[src/rtl/core_pkg.sv]
// Shared core definitions: datapath width, sequential PC step, NOP encoding
// and the IF/ID pipeline record that the ID stage also consumes.
package core_pkg;

  localparam int unsigned WIDTH   = 32;
  localparam int unsigned PC_STEP = 4;

  // All-zero word is the NOP, so a cleared pipeline slot is a legal bubble.
  localparam logic [WIDTH-1:0] NOP_INST = 32'h0000_0000;

  typedef struct packed {
    logic [WIDTH-1:0] pc;
    logic [WIDTH-1:0] inst;
    logic             valid;
  } if_id_t;

  // Branch targets are word aligned; the low two address bits are dropped.
  function automatic logic [WIDTH-1:0] word_align(input logic [WIDTH-1:0] addr);
    return addr & ~WIDTH'(3);
  endfunction

endpackage

[src/rtl/fetch_stage_if.sv]
// Fetch-stage bus: hazard/branch control, instruction-memory port and the
// IF/ID outputs towards decode.
//   master : the fetch stage (drives inst_adrs, if_id_*, fetch_count)
//   slave  : the surrounding core / instruction memory
interface fetch_stage_if #(
  parameter int unsigned WIDTH = 32
);
  logic             freeze;
  logic             br_taken;
  logic [WIDTH-1:0] br_addr;
  logic [WIDTH-1:0] inst_adrs;
  logic [WIDTH-1:0] inst_in;
  logic [WIDTH-1:0] if_id_pc;
  logic [WIDTH-1:0] if_id_inst;
  logic             if_id_valid;
  logic [WIDTH-1:0] fetch_count;

  modport master (
    input  freeze, br_taken, br_addr, inst_in,
    output inst_adrs, if_id_pc, if_id_inst, if_id_valid, fetch_count
  );

  modport slave (
    output freeze, br_taken, br_addr, inst_in,
    input  inst_adrs, if_id_pc, if_id_inst, if_id_valid, fetch_count
  );
endinterface

[src/rtl/if_id_reg.sv]
// Generic pipeline register with asynchronous reset to all-zero, synchronous
// clear (flush) and hold (stall). Clear has priority over hold so a redirect
// always squashes the slot even while the pipeline is frozen.
//   clk, rst : clock, asynchronous active-high reset
//   hold_i   : keep current contents
//   clear_i  : load all-zero (bubble)
//   d_i      : next contents when neither hold nor clear
//   q_o      : registered contents
module if_id_reg
  import core_pkg::*;
#(
  parameter type T = if_id_t
) (
  input  logic clk,
  input  logic rst,
  input  logic hold_i,
  input  logic clear_i,
  input  T     d_i,
  output T     q_o
);

  T slot_d, slot_q;

  always_comb begin
    slot_d = slot_q;
    if (clear_i) begin
      slot_d = T'('0);
    end else if (!hold_i) begin
      slot_d = d_i;
    end
  end

  always_ff @(posedge clk or posedge rst) begin
    if (rst) begin
      slot_q <= T'('0);
    end else begin
      slot_q <= slot_d;
    end
  end

  assign q_o = slot_q;

endmodule

[src/rtl/fetch_stage.sv]
// Instruction-fetch stage: owns the PC, presents it to the combinational
// instruction memory, and captures the returned word with PC+step into IF/ID.
// Branch redirect beats freeze for both the PC and the IF/ID slot.
//   clk, rst : clock, asynchronous active-high reset
//   fe       : fetch bus (control in, memory port, IF/ID and fetch counter out)
module fetch_stage #(
  parameter int unsigned      WIDTH    = core_pkg::WIDTH,
  parameter logic [WIDTH-1:0] RESET_PC = '0,
  parameter int unsigned      PC_STEP  = core_pkg::PC_STEP
) (
  input  logic          clk,
  input  logic          rst,
  fetch_stage_if.master fe
);
  import core_pkg::*;

  logic [WIDTH-1:0] pc_d, pc_q;
  logic [WIDTH-1:0] count_d, count_q;
  logic [WIDTH-1:0] pc_next_seq;
  logic             capture;
  if_id_t           if_id_d, if_id_q;

  // Wraps naturally modulo 2^WIDTH.
  assign pc_next_seq = pc_q + WIDTH'(PC_STEP);

  // A capture only happens when neither redirecting nor stalled.
  assign capture = !fe.br_taken && !fe.freeze;

  always_comb begin
    pc_d = pc_next_seq;
    if (fe.br_taken) begin
      pc_d = word_align(fe.br_addr);
    end else if (fe.freeze) begin
      pc_d = pc_q;
    end
  end

  always_comb begin
    count_d = count_q;
    if (capture) begin
      count_d = count_q + WIDTH'(1);
    end
  end

  always_comb begin
    if_id_d       = '0;
    if_id_d.pc    = pc_next_seq;
    if_id_d.inst  = fe.inst_in;
    if_id_d.valid = 1'b1;
  end

  always_ff @(posedge clk or posedge rst) begin
    if (rst) begin
      pc_q    <= RESET_PC;
      count_q <= '0;
    end else begin
      pc_q    <= pc_d;
      count_q <= count_d;
    end
  end

  // Flush on redirect: the instruction currently in IF is on the wrong path.
  if_id_reg #(
    .T(if_id_t)
  ) u_if_id_reg (
    .clk    (clk),
    .rst    (rst),
    .hold_i (fe.freeze),
    .clear_i(fe.br_taken),
    .d_i    (if_id_d),
    .q_o    (if_id_q)
  );

  assign fe.inst_adrs   = pc_q;
  assign fe.if_id_pc    = if_id_q.pc;
  assign fe.if_id_inst  = if_id_q.inst;
  assign fe.if_id_valid = if_id_q.valid;
  assign fe.fetch_count = count_q;

endmodule

[src/flat_wrapper.sv]
// flat-port wrapper written by rule: the top's interface ports become plain ports
module fetch_stage_flat import core_pkg::*;
#(
  parameter int unsigned      WIDTH    = core_pkg::WIDTH,
  parameter logic [WIDTH-1:0] RESET_PC = '0,
  parameter int unsigned      PC_STEP  = core_pkg::PC_STEP
)
  (clk, rst, fe_freeze, fe_br_taken, fe_br_addr, fe_inst_in, fe_inst_adrs, fe_if_id_pc, fe_if_id_inst, fe_if_id_valid, fe_fetch_count);
  fetch_stage_if #(.WIDTH(WIDTH)) fe_i ();
  input  logic clk;
  input  logic rst;
  input wire logic [$bits(fe_i.freeze)-1:0] fe_freeze;
  input wire logic [$bits(fe_i.br_taken)-1:0] fe_br_taken;
  input wire logic [$bits(fe_i.br_addr)-1:0] fe_br_addr;
  input wire logic [$bits(fe_i.inst_in)-1:0] fe_inst_in;
  output wire logic [$bits(fe_i.inst_adrs)-1:0] fe_inst_adrs;
  output wire logic [$bits(fe_i.if_id_pc)-1:0] fe_if_id_pc;
  output wire logic [$bits(fe_i.if_id_inst)-1:0] fe_if_id_inst;
  output wire logic [$bits(fe_i.if_id_valid)-1:0] fe_if_id_valid;
  output wire logic [$bits(fe_i.fetch_count)-1:0] fe_fetch_count;
  assign fe_i.freeze = fe_freeze;
  assign fe_i.br_taken = fe_br_taken;
  assign fe_i.br_addr = fe_br_addr;
  assign fe_i.inst_in = fe_inst_in;
  assign fe_inst_adrs = fe_i.inst_adrs;
  assign fe_if_id_pc = fe_i.if_id_pc;
  assign fe_if_id_inst = fe_i.if_id_inst;
  assign fe_if_id_valid = fe_i.if_id_valid;
  assign fe_fetch_count = fe_i.fetch_count;
  fetch_stage #(.WIDTH(WIDTH), .RESET_PC(RESET_PC), .PC_STEP(PC_STEP)) u_core (.clk(clk), .rst(rst), .fe(fe_i));
endmodule
[config.mk]
export PLATFORM = sky130hd
export DESIGN_NAME = fetch_stage_flat
export DESIGN_NICKNAME = d
export VERILOG_FILES = /design/src/rtl/core_pkg.sv /design/src/rtl/fetch_stage_if.sv /design/src/rtl/if_id_reg.sv /design/src/rtl/fetch_stage.sv /design/src/flat_wrapper.sv
export SDC_FILE = /design/constraint.sdc
export NUM_CORES = 1
export LEC_CHECK = 0
export ABC_AREA = 0
export BUFFER_PORTS_ARGS = -buffer_cell sky130_fd_sc_hd__buf_2
export CELL_PAD_IN_SITES_DETAIL_PLACEMENT = 2
export CELL_PAD_IN_SITES_GLOBAL_PLACEMENT = 2
export CORE_ASPECT_RATIO = 0.5
export CORE_UTILIZATION = 31
export DETAILED_ROUTE_END_ITERATION = 16
export PLACE_DENSITY = 0.81
export SLEW_MARGIN = 20
export SYNTH_ARGS = -nofsm -noshare
export SYNTH_HDL_FRONTEND = slang
export SYNTH_SLANG_ARGS = --single-unit
[constraint.sdc]
create_clock -name clk -period 5.1 [get_ports clk]
set_input_delay 1.02 -clock clk [delete_from_list [all_inputs] [get_ports clk]]
set_output_delay 1.02 -clock clk [all_outputs]
set_load 0.05 [all_outputs]
==> results of run 1 <==
## flip-flops by register name (all words and copies together) (netlist names)
signal                  flops
u_core.u_if_id_reg.q_o     64
u_core.fe.inst_adrs        30
u_core.fe.fetch_count      32
## report_power, final
| group | switching (µW) | internal (µW) | total (µW) |
|---|---|---|---|
| logic | 472 | 159 | 631 |
| registers | 103 | 1080 | 1180 |
| clock network | 488 | 736 | 1220 |
## cells in the mapped netlist (16+ instances only)
cell and number:
sky130_fd_sc_hd__dfrtp_1 126, sky130_fd_sc_hd__nor2_1 76, sky130_fd_sc_hd__nand2_1 46, sky130_fd_sc_hd__mux2i_1 32
sky130_fd_sc_hd__xor2_1 32, sky130_fd_sc_hd__clkbuf_1 31, sky130_fd_sc_hd__o21ai_0 30, sky130_fd_sc_hd__nand3_1 24
sky130_fd_sc_hd__xnor2_1 23, sky130_fd_sc_hd__or4_1 21, sky130_fd_sc_hd__nor3_1 20, sky130_fd_sc_hd__nand4_1 17
sky130_fd_sc_hd__or3_1 16
## cells by family (layout without fill, tap and decap cells)
group / Yosys count / after routing
AOI/OAI and AO/OA: 93 / 93
xor gates and xnor gates: 55 / 55
adders and majority gates: 2 / 2
buffers and inverters: 57 / 236
DFF: 126 / 126
muxes: 33 / 33
other: 1 / 3
and+or+nand+nor: 258 / 258
## metrics by stage
| step | area [µm²] | total power, µW | utilization | setup WS, ps | instances |
|---|---|---|---|---|---|
| floorplan | 6170 | 1630 | - | 724 | 626 |
| global placement | 7290 | 1810 | 0.375 | 1510 | 1039 |
| detailed placement | 7290 | 1830 | 0.375 | 1480 | 1039 |
| CTS | 7880 | 3080 | 0.405 | 1950 | 1071 |
| global route | 7880 | 3170 | 0.405 | 1740 | 1072 |
| finish | 7880 | 3040 | 0.405 | 1950 | 1072 |
## final cells by class
type | count | area [µm²] | share of cell area
flip-flops and latches | 126 | 3150 | 0.400
multi-input cells | 443 | 2780 | 0.353
repair buffers | 196 | 993 | 0.126
clock buffers | 20 | 447 | 0.0567
well taps | 266 | 333 | 0.0422
clock inverters | 12 | 138 | 0.0175
inverters | 8 | 32.5 | 0.00413
diodes | 1 | 2.50 | 0.000318
## worst paths after layout
kind / start / endpoint / slack [ps] / cells after the start
max: fe_br_taken / u_core.fe.inst_adrs[28]$_DFFE_PP0N_ / 1950 / 6
min: u_core.fe.fetch_count[31]$_DFFE_PP0P_ / u_core.fe.fetch_count[31]$_DFFE_PP0P_ / 480 / 1
max in group asynchronous: rst / u_core.u_if_id_reg.q_o[15]$_DFFE_PP0N_ / 3210 / 3
max reg2reg: u_core.fe.inst_adrs[2]$_DFFE_PP0N_ / u_core.fe.inst_adrs[22]$_DFFE_PP0N_ / 2090 / 5
min reg2reg: u_core.fe.fetch_count[31]$_DFFE_PP0P_ / u_core.fe.fetch_count[31]$_DFFE_PP0P_ / 480 / 1
min in group asynchronous: rst / u_core.fe.fetch_count[13]$_DFFE_PP0P_ / 750 / 2
## metal layers
metal,GRT usage,vias to the layer above
met5,0,-
met1,0.251,2860
li1,-,2572
met2,0.348,121
met4,0.0577,0
met3,0.0412,18
==> results list, run 1 <==
- Outcome: completed
- TritonCTS clock tree: built
- Bufs and invs on worst path: 3
- Mean area per synthesized cell: 9.87 µm²
- Count of hold buffers inserted by post-cts repair: 0
- Proportion of netlist area held by the largest area contributor: 0.511
* Total number of clock tree sinks: 126
* Die outline area: 0.0205 mm²
- Among cell families on the critical path, the largest total delay comes from buffers and inverters.
* Time the final worst path needs with I/O delays and setup: 3150 ps
* Peak supply drop: 242 µV
- Total Negative Setup Slacks: 0 ps
- Number of detailed-routing iterations run before antenna repair: 6
- Mapped cell area: 0.00617 mm²
- Number of different library cells in the post-synthesis netlist: 45
- Compared with the post-synthesis result, the final layout area differs by 27.7%.
- The worst setup path is of the in2reg kind.
* Slew Limit Fails: 0
- Placed wire-length estimate: 14.0 mm
- The final layout contains 862 nets.
- CP max stage cell: sky130_fd_sc_hd__inv_1
- Highest cell delay on the worst timing path: 770 ps
* WL final: 20.4 mm
* Global router's overall resource usage: 0.199
- Pwr dens: 385 mW/mm²
- Final-report setup violation count: 0
- Count of nets left with antenna violations after detail routing: 0
* Most used cell along the critical path: sky130_fd_sc_hd__buf_4
* Synth Area in Simple Gates: 0.215
- For this run, design rule violations remaining after detail routing come to 0.
* Cts repair resizes: 0
- After synthesis, the share of cell area in mux cells is 0.0538.
- Placer's final routability congestion estimate: 0.762
- After detailed routing, the wire length on met1 is 9.11 mm.
- Ratio of final minimum period to clock period: 0.617
- STA classifies the critical path startpoint as an input pin.
- Fill cells in the final layout number 2168.
- Static leakage power: 0.00375 µW
- Hold WC Path Type: reg2reg
- Worst-skew pair later-pin latency: 420 ps
- Die Width: 201 µm
- After synthesis the netlist holds a flip-flop and latch count of 126.
- For this configuration, the core starts out at a cell density of 0.317.
* Clock slew at the register clock pins of the worst setup and hold paths: 60 ps
- By area, the combinational part of the netlist is dominated by simple AND/OR/NAND/NOR gates.
- Wire length of the first global-routing pass: 31.7 mm
* Number of buffers added for setup after CTS: 0
- Of all flip-flops after synthesis, the portion carrying an async set or reset was 1.00.
- Max_cap viols: 0
* Most frequent standard cell in the layout excluding fill and tap cells: sky130_fd_sc_hd__buf_2
- The synthesized-area fraction occupied by ao, oa, aoi and oai cells came to 0.0988.
- Data arrival at the endpoint of the critical path: 3430 ps
- In this run the top signal layer used is met4.
* I/O Buffers: 192
- The worst setup path is captured at a register.
* Met3 Routed Length: 698 µm
- The number of antenna violations at the first check in global routing came to 1.
- For this block, the via count after detailed routing is 5571.
- Share of the yosys chip area belonging to registers: 0.511
* Highest Clock Rate: 318 MHz
- Setup repair after global routing left no endpoint under its margin.
* Headroom to the max-slew limit: 0.316
- Leading register cell type out of synthesis: sky130_fd_sc_hd__dfrtp_1
* Synth Warn #: 0
- In the layout the commonest cells are sky130_fd_sc_hd__buf_2 (191), sky130_fd_sc_hd__dfrtp_1 (126), sky130_fd_sc_hd__nor2_1 (76).
- Maximum number of pins on one net before global-route repair: 99
- The number of failing hold endpoints at the final stage was 0.
- Hold Worst Slack: 477 ps
- Of the total synthesized cell area, the portion taken by full adders, half adders and majority gates is 0.00406.
- Yosys top cell by area: sky130_fd_sc_hd__dfrtp_1
* Leading post-synthesis cells by cell area: sky130_fd_sc_hd__dfrtp_1 (51%), sky130_fd_sc_hd__mux2i_1 (5.2%), sky130_fd_sc_hd__nor2_1 (4.6%)
- The clock tree synthesis step divided the H-tree into 4 levels.
* DR WL met2: 10.3 mm
* Average wire length per cell after detail routing: 19.0 µm
- Number of global-route vias before repair: 5736
- Number of CTS-inserted buffers: 17
* Transition at the pin with the smallest max-transition slack: 1030 ps
- For the final database, setup skew stands at 12.8 ps.
- Of the total synthesized cell area, the portion taken by XOR and XNOR cells is 0.0781.
* Die Y: 102 µm
- Cell chosen for the clock root: sky130_fd_sc_hd__clkbuf_16
* Iter 0 DRT Violations: 171
* Count of flip-flops with a built-in enable after synthesis: 0
* Peak fanout along the critical path: 98
* Ordered cell list for the critical path: buf_4 -> buf_4 -> inv_1 -> nand2_1 -> a21oi_1 -> or3b_2
- In this run the standard cell core region covers 0.0195 mm².
- Synthesized instance count: 625
* Via/cell ratio: 5.20
- The clock passes through at most 2 buffers.
* Row count: 36
- For the worst setup path, the data required time is 5390 ps.
- During I/O placement, the number of pins put on the boundary was 197.
- Total congestion overflow after global routing: 0
- Of the cells placed in the final design, the portion with a size suffix greater than 1 is 0.289.
Note: power is estimated with default switching activity, not from simulation.
==> run 2, diff against run 1 <==
ABC_AREA = 1   (was 0)
CORE_UTILIZATION = 29   (was 31)
PLACE_DENSITY = 0.8   (was 0.81)
clock period = 3.05 ns   (was 5.1 ns; I/O delays follow)
==> results list, run 2 <==
* Worst slack at placement: 668 ps
* Number of global-route vias before repair: 6547
- The synthesized design contains 126 register bits.
- Global router's overall resource usage: 0.204
* Depth of the CTS H-tree: 4
* Number of remaining DRC errors: 0
* Top Usage Layer GRT: met2
* Pwr dens: 628 mW/mm²
- Antenna Cells: 0
- Synth Warn #: 0
- Summing all placed instances gives a cell area of 0.00737 mm².
- From synthesis to final layout, the design area changed by 29.4%.
- Final critical-path setup slack: 1110 ps
- In the routed layout, each cell is associated on average with a via count of 4.74.
- Count of flip-flops with a built-in enable after synthesis: 0
- Number of CTS-inserted buffers: 17
* Wire length of the first global-routing pass: 34.6 mm
* Area of the core: 0.0206 mm²
- The run finished with clean final reports.
- The worst path needs 1940 ps of the cycle, external delays included.
* Static leakage power: 0.00427 µW
* Die Width: 208 µm
- Most frequent standard cell in the layout excluding fill and tap cells: sky130_fd_sc_hd__nand2_1
- Peak fanout along the critical path: 54
- After routing the design area is 0.00794 mm².
* Async set-or-reset flop fraction in the synthesized netlist: 1.00
- In the final design database the tool counted 1001 nets.
* TritonCTS clock tree: built
* Met2 usage: 0.368
- Final-report setup violation count: 0
* Post-synth top cells: sky130_fd_sc_hd__nand2_1 (257), sky130_fd_sc_hd__dfrtp_1 (126), sky130_fd_sc_hd__inv_1 (72)
- Req. time, crit path: 3410 ps
- Clock slew at the register clock pins of the worst setup and hold paths: 60 ps
- During placement, the flow inserted port buffers numbering 192.
* Detailed-route via count: 5762
* Proportion of layout cells with a drive suffix above 1: 0.274
- Clock skew: 8.66 ps
* Proportion of netlist area held by the largest area contributor: 0.514
* Data arrival at the endpoint of the critical path: 2290 ps
* Row count: 37
- Initial core utilization: 0.297
* Unrepaired setup endpoints after global routing: no
* Net switching power: 1720 µW
- The worst setup path is captured at a register.
- Number of buffers added for setup after CTS: 0
- Count of hold buffers inserted by post-cts repair: 0
- Clock tree synthesis selected as its root buffer the cell sky130_fd_sc_hd__clkbuf_16.
* Hold WC Path Type: in2async
- Sequential power share: 0.391
* Count of nets left with antenna violations after detail routing: 0
* Initial antenna violation count: 0
* Total number of clock tree sinks: 126
- In the post-synthesis netlist, the biggest area contributors are sky130_fd_sc_hd__dfrtp_1 (51%), sky130_fd_sc_hd__nand2_1 (16%), sky130_fd_sc_hd__a22o_1 (5.1%).
- Number of different library cells in the post-synthesis netlist: 33
* Max_cap viols: 0
- In the global route stage, met3 resource usage came out at 0.0499.
- Power share of the clock group: 0.397
- The final count of pins violating max slew was 0.
- Headroom to the max-slew limit came out at 0.427.
- Number of flip-flops under the largest register name: 64
- Critical path class: in2reg
* Worst-skew pair later-pin latency: 420 ps
* Hold Violations, Final: 0
- After detailed routing, the average wire length per cell comes to 17.5 µm.
* Maximum number of pins on one net before global-route repair: 127
- Share of the yosys chip area belonging to registers: 0.514
- Dividing the final minimum period by the clock period gives 0.636.
* Highest Clock Rate: 516 MHz
* Transition at the pin with the smallest max-transition slack: 860 ps
- Most common cell in the netlist: sky130_fd_sc_hd__nand2_1
- The finished layout holds 1216 standard cells, fillers aside.
- WL final: 21.3 mm
- Largest buffer count on any clock path: 2
- During I/O placement, the number of pins put on the boundary was 197.
* Leading register cell type out of synthesis: sky130_fd_sc_hd__dfrtp_1
* Peak supply drop: 341 µV
- Global-route met1 utilization: 0.241
- The library cells used most frequently in the layout, excluding fill and tap cells, are sky130_fd_sc_hd__nand2_1 (257), sky130_fd_sc_hd__buf_2 (192), sky130_fd_sc_hd__dfrtp_1 (126).
* Crit start category: input pin
* Cts repair resizes: 0
- Die Y: 105 µm
- The die covers 0.0218 mm².
- After synthesis the cells add up to 0.00613 mm².
- The internal power of the cells totals 3270 µW.
- Synthesized instance count: 738
- Summed over all layers, the global routing overflow is 0.
* Yosys top cell by area: sky130_fd_sc_hd__dfrtp_1
- Placer's final routability congestion estimate: 0.776
- Number of detailed-routing iterations run before antenna repair: 4
- Mean area per synthesized cell: 8.31 µm²
- At the end of the flow the core is filled with cells to 0.384.
- Summed over all failing endpoints, the final setup total negative slack is 0 ps.
- Of the total power, combinational logic draws 0.211.
- Of the total power, the share spent switching nets is 0.345.
* Iter 0 DRT Violations: 171
- The wire-length estimate of the detail-placed layout is 15.5 mm.
- Post-Place Cells: 1185
==> run 2: worst paths after layout <==
path	start	endpoint	slack, ps	depth (start not counted)
max in group asynchronous	rst	u_core.fe.inst_adrs[27]$_DFFE_PP0N_	2080	3
worst max-delay path	fe_br_taken	u_core.u_if_id_reg.q_o[56]$_DFFE_PP0N_	1110	5
min in group clk	fe_br_addr[4]	u_core.fe.inst_adrs[4]$_DFFE_PP0N_	410	3
worst max register to register	u_core.fe.inst_adrs[3]$_DFFE_PP0N_	u_core.fe.inst_adrs[10]$_DFFE_PP0N_	1250	6
worst min register to register	u_core.u_if_id_reg.q_o[53]$_DFFE_PP0N_	u_core.u_if_id_reg.q_o[53]$_DFFE_PP0N_	480	2
worst min-delay path	rst	u_core.u_if_id_reg.q_o[21]$_DFFE_PP0N_	400	3
==> run 2: cells by family after synthesis <==
kind of cell / Yosys count / share of synthesized area
adders and majority gates: 2 / 0.00408
DFF: 126 / 0.514
other: 1 / 0.000612
AOI/OAI and AO/OA: 76 / 0.0873
buffers and inverters: 99 / 0.0663
xor gates and xnor gates: 24 / 0.0343
and+or+nand+nor: 410 / 0.293
==> run 2: routing by layer <==
layer | vias up | share of wire
li1 | 2720 | -
met1 | 2943 | 0.44
met2 | 88 | 0.52
met3 | 11 | 0.036
met4 | 0 | 0.0049
met5 | - | 0
==> run 2: area by class of cell <==
type,instances,area (µm²)
Clock buffer,25,505
Fill cell,2392,12700
Timing Repair Buffer,197,1010
Tap cell,273,342
Sequential cell,126,3150
Clock inverter,6,57.6
Inverter,75,285
Multi-Input combinational cell,514,2580
==> run 2: worst max-delay path, stage by stage <==
cell                      delay, ps
sky130_fd_sc_hd__buf_2          370
sky130_fd_sc_hd__nor2_8         300
sky130_fd_sc_hd__buf_4          560
sky130_fd_sc_hd__nand3_1        290
sky130_fd_sc_hd__nand2_1        120
==> run 2: power groups by stage <==
stage	Combinational, µW	Sequential (µW)	Clock (µW)
2_1_floorplan	299	2410	0
3_3_place_gp	1030	1970	0
3_5_place_dp	1060	1980	0
4_1_cts	1070	1950	2050
5_1_grt	1120	1970	2110
6_report	1050	1950	1980
==> run 2: through the flow <==
stage / total power (µW) / hold slack (ps)
3_3_place_gp: 3010 / 459
4_1_cts: 5070 / 391
5_1_grt: 5200 / 400
3_5_place_dp: 3040 / 466
6_report: 4990 / 403
2_1_floorplan: 2710 / 742
